===== config.mk =====
export PLATFORM = sky130hd
export DESIGN_NAME = mio_bus_ctrl
export DESIGN_NICKNAME = d
export VERILOG_FILES = /design/src/rtl/mio_bus_ctrl.sv
export SDC_FILE = /design/constraint.sdc
export NUM_CORES = 1
export LEC_CHECK = 0
export CAP_MARGIN = 30
export CORE_MARGIN = 1
export CORE_UTILIZATION = 30
export CTS_CLUSTER_SIZE = 30
export DETAILED_ROUTE_END_ITERATION = 8
export PLACE_DENSITY = 0.57
export SETUP_SLACK_MARGIN = 0.1
export SLEW_MARGIN = 5
export SYNTH_ARGS = -nofsm -noshare
export SYNTH_HDL_FRONTEND = slang
export SYNTH_SLANG_ARGS = --single-unit

===== constraint.sdc =====
create_clock -name clk -period 5.7 [get_ports clk]
set_clock_uncertainty 0.15 [all_clocks]
set_input_delay 1.14 -clock clk [delete_from_list [all_inputs] [get_ports clk]]
set_output_delay 1.14 -clock clk [all_outputs]
set_load 0.05 [all_outputs]

===== src/rtl/mio_bus_ctrl.sv =====
// Memory/IO bus controller between the multi-cycle CPU and block RAM, 7-seg, LED/switch port and a down-counter.
// Every access takes a fixed IDLE -> ACCESS -> DONE path, so MIO_ready always lands two cycles after the request.
//   state    | meaning
//   S_IDLE   | wait for CPU_MIO, latch request and decode
//   S_ACCESS | perform RAM/IO access, capture read data
//   S_DONE   | MIO_ready pulse, Data_in valid
module mio_bus_ctrl #(
  parameter int RAM_AW = 10,
  parameter int LED_W  = 8,
  parameter int SW_W   = 16
) (
  input  logic              clk,
  input  logic              reset,
  input  logic              CPU_MIO,
  input  logic              mem_w,
  input  logic [31:0]       Addr_out,
  input  logic [31:0]       Data_out,
  output logic [31:0]       Data_in,
  output logic              MIO_ready,
  output logic [RAM_AW-1:0] ram_addr,
  output logic [31:0]       ram_din,
  output logic              ram_we,
  input  logic [31:0]       ram_dout,
  input  logic [SW_W-1:0]   sw,
  output logic [LED_W-1:0]  led,
  output logic [31:0]       seg,
  output logic              counter_int,
  output logic              addr_err
);

  typedef enum logic [1:0] {S_IDLE, S_ACCESS, S_DONE} state_t;
  typedef enum logic [2:0] {T_RAM, T_SEG, T_PORT, T_CNT, T_NONE} tgt_t;

  localparam logic [29:0] SEG_WA  = 30'(32'hE000_0000 >> 2);
  localparam logic [29:0] PORT_WA = 30'(32'hF000_0000 >> 2);
  localparam logic [29:0] CNT_WA  = 30'(32'hF000_0004 >> 2);

  state_t              r_state;
  tgt_t                r_tgt;
  logic                r_we;
  logic [RAM_AW-1:0]   r_waddr;
  logic [31:0]         r_wdata;
  logic [31:0]         r_data_in;
  logic                r_ready;
  logic                r_addr_err;
  logic [LED_W-1:0]    r_led;
  logic [31:0]         r_seg;
  logic [31:0]         r_counter;
  logic                r_int;

  tgt_t                w_tgt;
  logic [31:0]         w_sw32;
  logic                w_cnt_wr;
  logic                w_unused;

  always_comb begin
    w_tgt = T_NONE;
    if (Addr_out[31:RAM_AW+2] == '0)   w_tgt = T_RAM;
    else if (Addr_out[31:2] == SEG_WA)  w_tgt = T_SEG;
    else if (Addr_out[31:2] == PORT_WA) w_tgt = T_PORT;
    else if (Addr_out[31:2] == CNT_WA)  w_tgt = T_CNT;
  end

  assign w_sw32   = 32'(sw);
  assign w_cnt_wr = (r_state == S_ACCESS) && r_we && (r_tgt == T_CNT);
  assign w_unused = ^Addr_out[1:0];

  // In IDLE the RAM sees the live CPU address so ram_dout is already valid during ACCESS.
  assign ram_addr    = (r_state == S_IDLE) ? Addr_out[RAM_AW+1:2] : r_waddr;
  assign ram_din     = r_wdata;
  assign ram_we      = (r_state == S_ACCESS) && r_we && (r_tgt == T_RAM) && !reset;
  assign Data_in     = r_data_in;
  assign MIO_ready   = r_ready;
  assign addr_err    = r_addr_err;
  assign led         = r_led;
  assign seg         = r_seg;
  assign counter_int = r_int;

  always_ff @(posedge clk) begin
    if (reset) begin
      r_state    <= S_IDLE;
      r_tgt      <= T_NONE;
      r_we       <= 1'b0;
      r_waddr    <= '0;
      r_wdata    <= '0;
      r_data_in  <= '0;
      r_ready    <= 1'b0;
      r_addr_err <= 1'b0;
      r_led      <= '0;
      r_seg      <= '0;
    end else begin
      r_ready    <= 1'b0;
      r_addr_err <= 1'b0;
      case (r_state)
        S_IDLE: begin
          if (CPU_MIO) begin
            r_tgt      <= w_tgt;
            r_we       <= mem_w;
            r_waddr    <= Addr_out[RAM_AW+1:2];
            r_wdata    <= Data_out;
            r_addr_err <= (w_tgt == T_NONE);
            r_state    <= S_ACCESS;
          end
        end
        S_ACCESS: begin
          if (r_we) begin
            case (r_tgt)
              T_SEG:   r_seg <= r_wdata;
              T_PORT:  r_led <= r_wdata[LED_W-1:0];
              default: ;
            endcase
          end else begin
            case (r_tgt)
              T_RAM:   r_data_in <= ram_dout;
              T_SEG:   r_data_in <= r_seg;
              T_PORT:  r_data_in <= w_sw32;
              T_CNT:   r_data_in <= r_counter;
              default: r_data_in <= '0;
            endcase
          end
          r_ready <= 1'b1;
          r_state <= S_DONE;
        end
        default: r_state <= S_IDLE;
      endcase
    end
  end

  // CPU load wins over both the decrement and the sticky interrupt set.
  always_ff @(posedge clk) begin
    if (reset) begin
      r_counter <= '0;
      r_int     <= 1'b0;
    end else if (w_cnt_wr) begin
      r_counter <= r_wdata;
      r_int     <= 1'b0;
    end else if (r_counter != 32'd0) begin
      r_counter <= r_counter - 32'd1;
      if (r_counter == 32'd1) r_int <= 1'b1;
    end
  end

endmodule


* Word level (Yosys, flattened, before mapping)
Index checks and enable logic that the tools add are counted.
** Storage, ports and cells
- Flip-flop bits (word level) :: 155
- Output and inout bits :: 118
- Word-level logic and storage cells :: 54
- Bits of input ports :: 116
** Operators by class
- Add/subtract/negate cells :: 1
- Reduce and logical (&&, ||, !) cells :: 17
- Equal/unequal tests :: 10
- Muxes and demuxes :: 11
- Bitwise logic cells :: 3
** Operator list (number)
- one-hot mux 32 bit (4 select lines) :: 1
- equality test 30 bit, second input constant :: 3
- 2-to-1 mux 32 bit :: 2
- equality test 32 x 1 -> 1 bit, second input constant :: 1
- nonzero test 32 bit :: 1
- subtractor 32 x 1 -> 32 bit, second input constant :: 1
- logical NOT 20 bit :: 1
- 2-to-1 mux 3 bit :: 4
- 2-to-1 mux 10 bit :: 1
- equality test 3 x 2 -> 1 bit, second input constant :: 2
- AND reduction 2 bit :: 3
- AND reduction 3 bit :: 2
- logical AND 1 bit :: 4
- one-hot mux 2 bit (2 select lines) :: 1
- equality test 3 x 1 -> 1 bit, second input constant :: 1
- equality test 3 bit, second input constant :: 1
- logical NOT 3 bit :: 1
- NOT 1 bit :: 3
- OR reduction 3 bit :: 1
- equality test 2 x 1 -> 1 bit, second input constant :: 1
- logical NOT 2 bit :: 1
- 2-to-1 mux 2 bit :: 1
- != test 2 bit, second input constant :: 1
- nonzero test 2 bit :: 1
- 3 further kinds :: 3

* Depth between registers and ports, before layout
- Word-level depth :: 6
- Gate-level depth with buffers :: 9
- Gate-level depth less buffers :: 7

* Least setup slack after synthesis
No wires, ideal clock.
- Kind :: in2out
- Start :: in reset
- End :: out ram_we
- Buffers on the path :: 1
- Cell stages on the path :: 3
- Data arrival time :: 1.885 ns
- Setup slack :: 2.525 ns
- Data required time :: 4.410 ns
- Cell sequence :: clkbuf_1 nor2_1 and3_1
** Between the ends
- Longest elaborated chain between the ends :: 2
** RTL lines
- start: declaration :: line 13 : input logic reset,
- logical NOT 1 bit :: line 71 : assign ram_we = (r_state == S_ACCESS) && r_we && (r_tgt == T_RAM) && !reset;
- logical AND 1 bit :: line 71
- end: declaration :: line 22 : output logic ram_we,
No other way between the ends.

* Final worst setup path
- Start :: in Addr_out[2]
- End :: out ram_addr[0]
** Between the ends
- Longest elaborated chain between the ends :: 1
** RTL lines
- start: declaration :: line 16 : input logic [31:0] Addr_out,
- 2-to-1 mux 10 bit :: line 69 : assign ram_addr = (r_state == S_IDLE) ? Addr_out[RAM_AW+1:2] : r_waddr;
- end: declaration :: line 20 : output logic [RAM_AW-1:0] ram_addr,
No other way between the ends.

==> impl_summary.log <==
INFO  metric htree_levels = 4
INFO  metric yosysSeqAreaShare = 44.1%
INFO  metric dp.final_hpwl = 16.4 mm
INFO  metric path_clk_slew = 60 ps
INFO  metric worstMarginPinSlew = 925 ps
INFO  metric crit_path_class = input pin to output pin
INFO  metric detail_route.first_pass.iterations = 5
INFO  metric cts.repair_timing.setup_buffer_count = 0
INFO  metric post_synth_instance_area = 7040 sq um
INFO  metric postSynthAreaPerCell = 8.10 sq um
INFO  metric worst_path_max_delay_cell = sky130_fd_sc_hd__clkdlybuf4s50_1
INFO  metric total_leakage_power = 3.56 nW
INFO  metric vias_in_the_first_global_route = 6654
INFO  metric ant_cells = 0
INFO  metric number_of_antenna_violations_at_the_first_check_in_global_routing = 0
INFO  metric crit_path_start = Addr_out[2]
INFO  metric netlist-cell-type-count = 49
INFO  metric power_density = 358 nW/um^2
INFO  metric timing.critical_path.mode_cell = sky130_fd_sc_hd__clkdlybuf4s50_1
INFO  metric final_cycle_utilization_of_the_critical_path = 69.3%
INFO  metric cts_hold_buffers = 0
INFO  metric timing.critical_path.cells = clkdlybuf4s50_1 -> mux2_2 -> clkdlybuf4s50_1
INFO  metric unrepaired_setup_endpoints_after_global_routing = no
INFO  metric cp_num_cells = 3
INFO  metric post-route-min-period = 3950 ps
INFO  metric fp.dieW = 155 microns
INFO  metric layout.cells.most_common_list = 230 x sky130_fd_sc_hd__clkdlybuf4s50_1, 210 x sky130_fd_sc_hd__nand2_1, 153 x sky130_fd_sc_hd__dfxtp_1, 89 x sky130_fd_sc_hd__a21oi_1, 71 x sky130_fd_sc_hd__nor2_1
INFO  metric clock_sink_total = 155
INFO  metric number_of_cell_rows = 55
INFO  metric wire_per_inst = 17.0 microns
INFO  metric crit_required = 4410 ps
INFO  metric route.vias.total = 6974
INFO  metric crit_arrival = 2660 ps
INFO  metric die_height = 155 microns
INFO  metric timing.final.hold_violations = 0
INFO  metric first_iter_violations = 488
INFO  metric netlist_instances = 870
INFO  metric max-cap-violations = 0
INFO  metric worstHoldPathType = flop to flop
INFO  metric startpoint_class_of_the_critical_path = input pin
INFO  metric timing.critical_path.buf_inv = 2
INFO  metric vdd_ir_drop_max = 0.190 mV
INFO  metric synth_seq_cells = 155
INFO  metric coreArea = 22800 sq um
INFO  metric cell_internal_pwr = 0.00238 W
INFO  metric area_growth_syn_to_layout = 45.5%
INFO  metric postSynth.asyncResetShare = 0%
INFO  metric worstPathMaxFanout = 4
INFO  metric synthesized_netlist_net_count = 988
INFO  metric layout-drive-gt1-share = 9.96%
INFO  metric tritoncts = built
INFO  metric endpoint_kind = output pin
INFO  metric grt_ovf = 0
INFO  metric starting_density_of_the_core = 30.8%
INFO  metric finalCoreUtilization = 44.9%
INFO  metric worst_reg2reg_path_endpoint = r_counter[22]
INFO  metric finalWeightedCongestion = 0.769
INFO  metric cts-root-buf = sky130_fd_sc_hd__clkbuf_16
INFO  metric p_total = 0.00367 W
INFO  metric power.net_switching = 0.00128 W
INFO  metric synth.top_cell.area_share = 44.1%
INFO  metric clock_latency = 420 ps
INFO  metric slew_headroom = 38.3%
INFO  metric synth_top_area_cell = sky130_fd_sc_hd__dfxtp_1
INFO  metric most_common_cell_after_layout_fill_and_taps_aside = sky130_fd_sc_hd__clkdlybuf4s50_1
INFO  metric design.die.area = 24100 sq um
INFO  metric wl = 23.7 mm
INFO  metric combPwrFrac = 31.7%
INFO  metric per_cell_via_count_in_the_routed_design = 4.99
INFO  metric fmax = 253 MHz
INFO  metric power.share.sequential = 37.2%
INFO  metric ctsLongestPathBuffers = 2
INFO  metric synth_top_cells_by_area = sky130_fd_sc_hd__dfxtp_1 44%, sky130_fd_sc_hd__nand2_1 11%, sky130_fd_sc_hd__mux2_2 6.7%
INFO  metric route.antenna.remaining_nets = 0
INFO  metric tritoncts.num_buffers = 17
INFO  metric timing.setup.tns = 0 ps
INFO  metric final_net_count = 1191
INFO  metric drv_slew = 0
INFO  metric r2r_cells = 7
INFO  metric path_delay_family = buffers and inverters
INFO  metric status = complete, no violations
INFO  metric largest_net_degree_at_the_start_of_global_routing = 85
INFO  metric worst_r2r_start = r_counter[0]
INFO  metric power.clock.fraction = 31.1%
INFO  metric place.port_buffers = 231
INFO  metric timing.reg2reg.setup_slack = 2580 ps
INFO  metric synth_edf_count = 0
INFO  metric gr-usage-all-layers = 19.8%
INFO  metric drt_drc_violations_left = 0
INFO  metric power_switching_share = 35.0%
INFO  metric top_level_pins = 234
INFO  metric global_route_wire_length_before_repair = 37.1 mm
INFO  metric synth_ff_type = sky130_fd_sc_hd__dfxtp_1
INFO  metric timing.critical_path.to = ram_addr[0]
INFO  metric critical-path-max-stage-delay = 810 ps
INFO  metric post_cts_resize_count = 0
INFO  metric finalSetupViolCount = 0
INFO  metric ys_warn_count = 0
-- per-layer routing --
metal	vias up	part of all wire (%)	global-route usage, %
met2	240	47	32.7
met5	-	0	0
met1	3254	45	25.5
met3	15	6.9	5.63
met4	0	0.86	4.62
li1	3465	-	-
-- power groups by stage --
stage               clock network [W]  logic (W)  registers [W]
floorplan                           0   0.000764        0.00142
global placement                    0    0.00115        0.00138
detailed placement                  0    0.00116        0.00139
CTS                           0.00116    0.00117        0.00136
global route                  0.00120    0.00128        0.00139
finish                        0.00114    0.00116        0.00136
-- layout make-up --
class / instances / area, sq um
multi-input cells: 645 / 3690
well taps: 313 / 392
clock inverters: 8 / 120
fillers: 2350 / 12600
clock buffers: 22 / 454
flip-flops and latches: 155 / 3110
inverters: 7 / 26.3
repair buffers: 247 / 2460
-- logic make-up after synthesis --
group | Yosys count | synth area share [%]
and+or+nand+nor | 363 | 23.0
adders and majority gates | 2 | 0.355
AOI/OAI and AO/OA | 219 | 19.6
muxes | 42 | 6.72
buffers and inverters | 70 | 3.86
xor gates and xnor gates | 19 | 2.36
DFF | 155 | 44.1
-- sequential cells by signal, summed over array words and instances (netlist names) --
register	flops
r_waddr	10
r_counter	32
Data_in	32
counter_int	1
seg	32
MIO_ready	1
led	8
ram_din	32
r_tgt	3
r_we	1
r_state	2
addr_err	1
-- Yosys cell counts, drive strengths merged (11+ instances only) --
cell      n
nand2   211
dfxtp   155
a21oi    89
nor2     73
clkbuf   55
mux2     42
a22oi    38
o21ai    31
nand3    18
o211ai   18
a22o     16
nor4     16
xnor2    13
nor3     11
-- worst reg2reg max path, delay by kind of cell (launching register included) --
family,cells,cell delay (ps)
and+or+nand+nor,4,1940
DFF,1,380
adders and majority gates,1,230
AOI/OAI and AO/OA,1,180
buffers and inverters,1,100
-- how the worst min path moves through the flow --
stage / from / to / slack [ps] / cells after the start
floorplan: r_waddr[0] / r_waddr[0] / 280 / 2
global placement: led[0] / led[0] / 290 / 2
detailed placement: r_waddr[1] / r_waddr[1] / 300 / 2
CTS: r_waddr[7] / r_waddr[7] / 310 / 2
global route: r_waddr[8] / r_waddr[8] / 320 / 2
finish: led[0] / led[0] / 310 / 2
-- metrics by stage --
stage               instance area [sq um]  instances  hold slack, ps  setup WS [ps]
CTS                                 10200       1396             311           1730
global route                        10200       1397             321           1700
global placement                     9600       1361             294           1770
finish                              10200       1397             306           1750
floorplan                            7040        870             284           2530
detailed placement                   9670       1366             300           1760
Note: power is estimated with default switching activity, not from simulation.
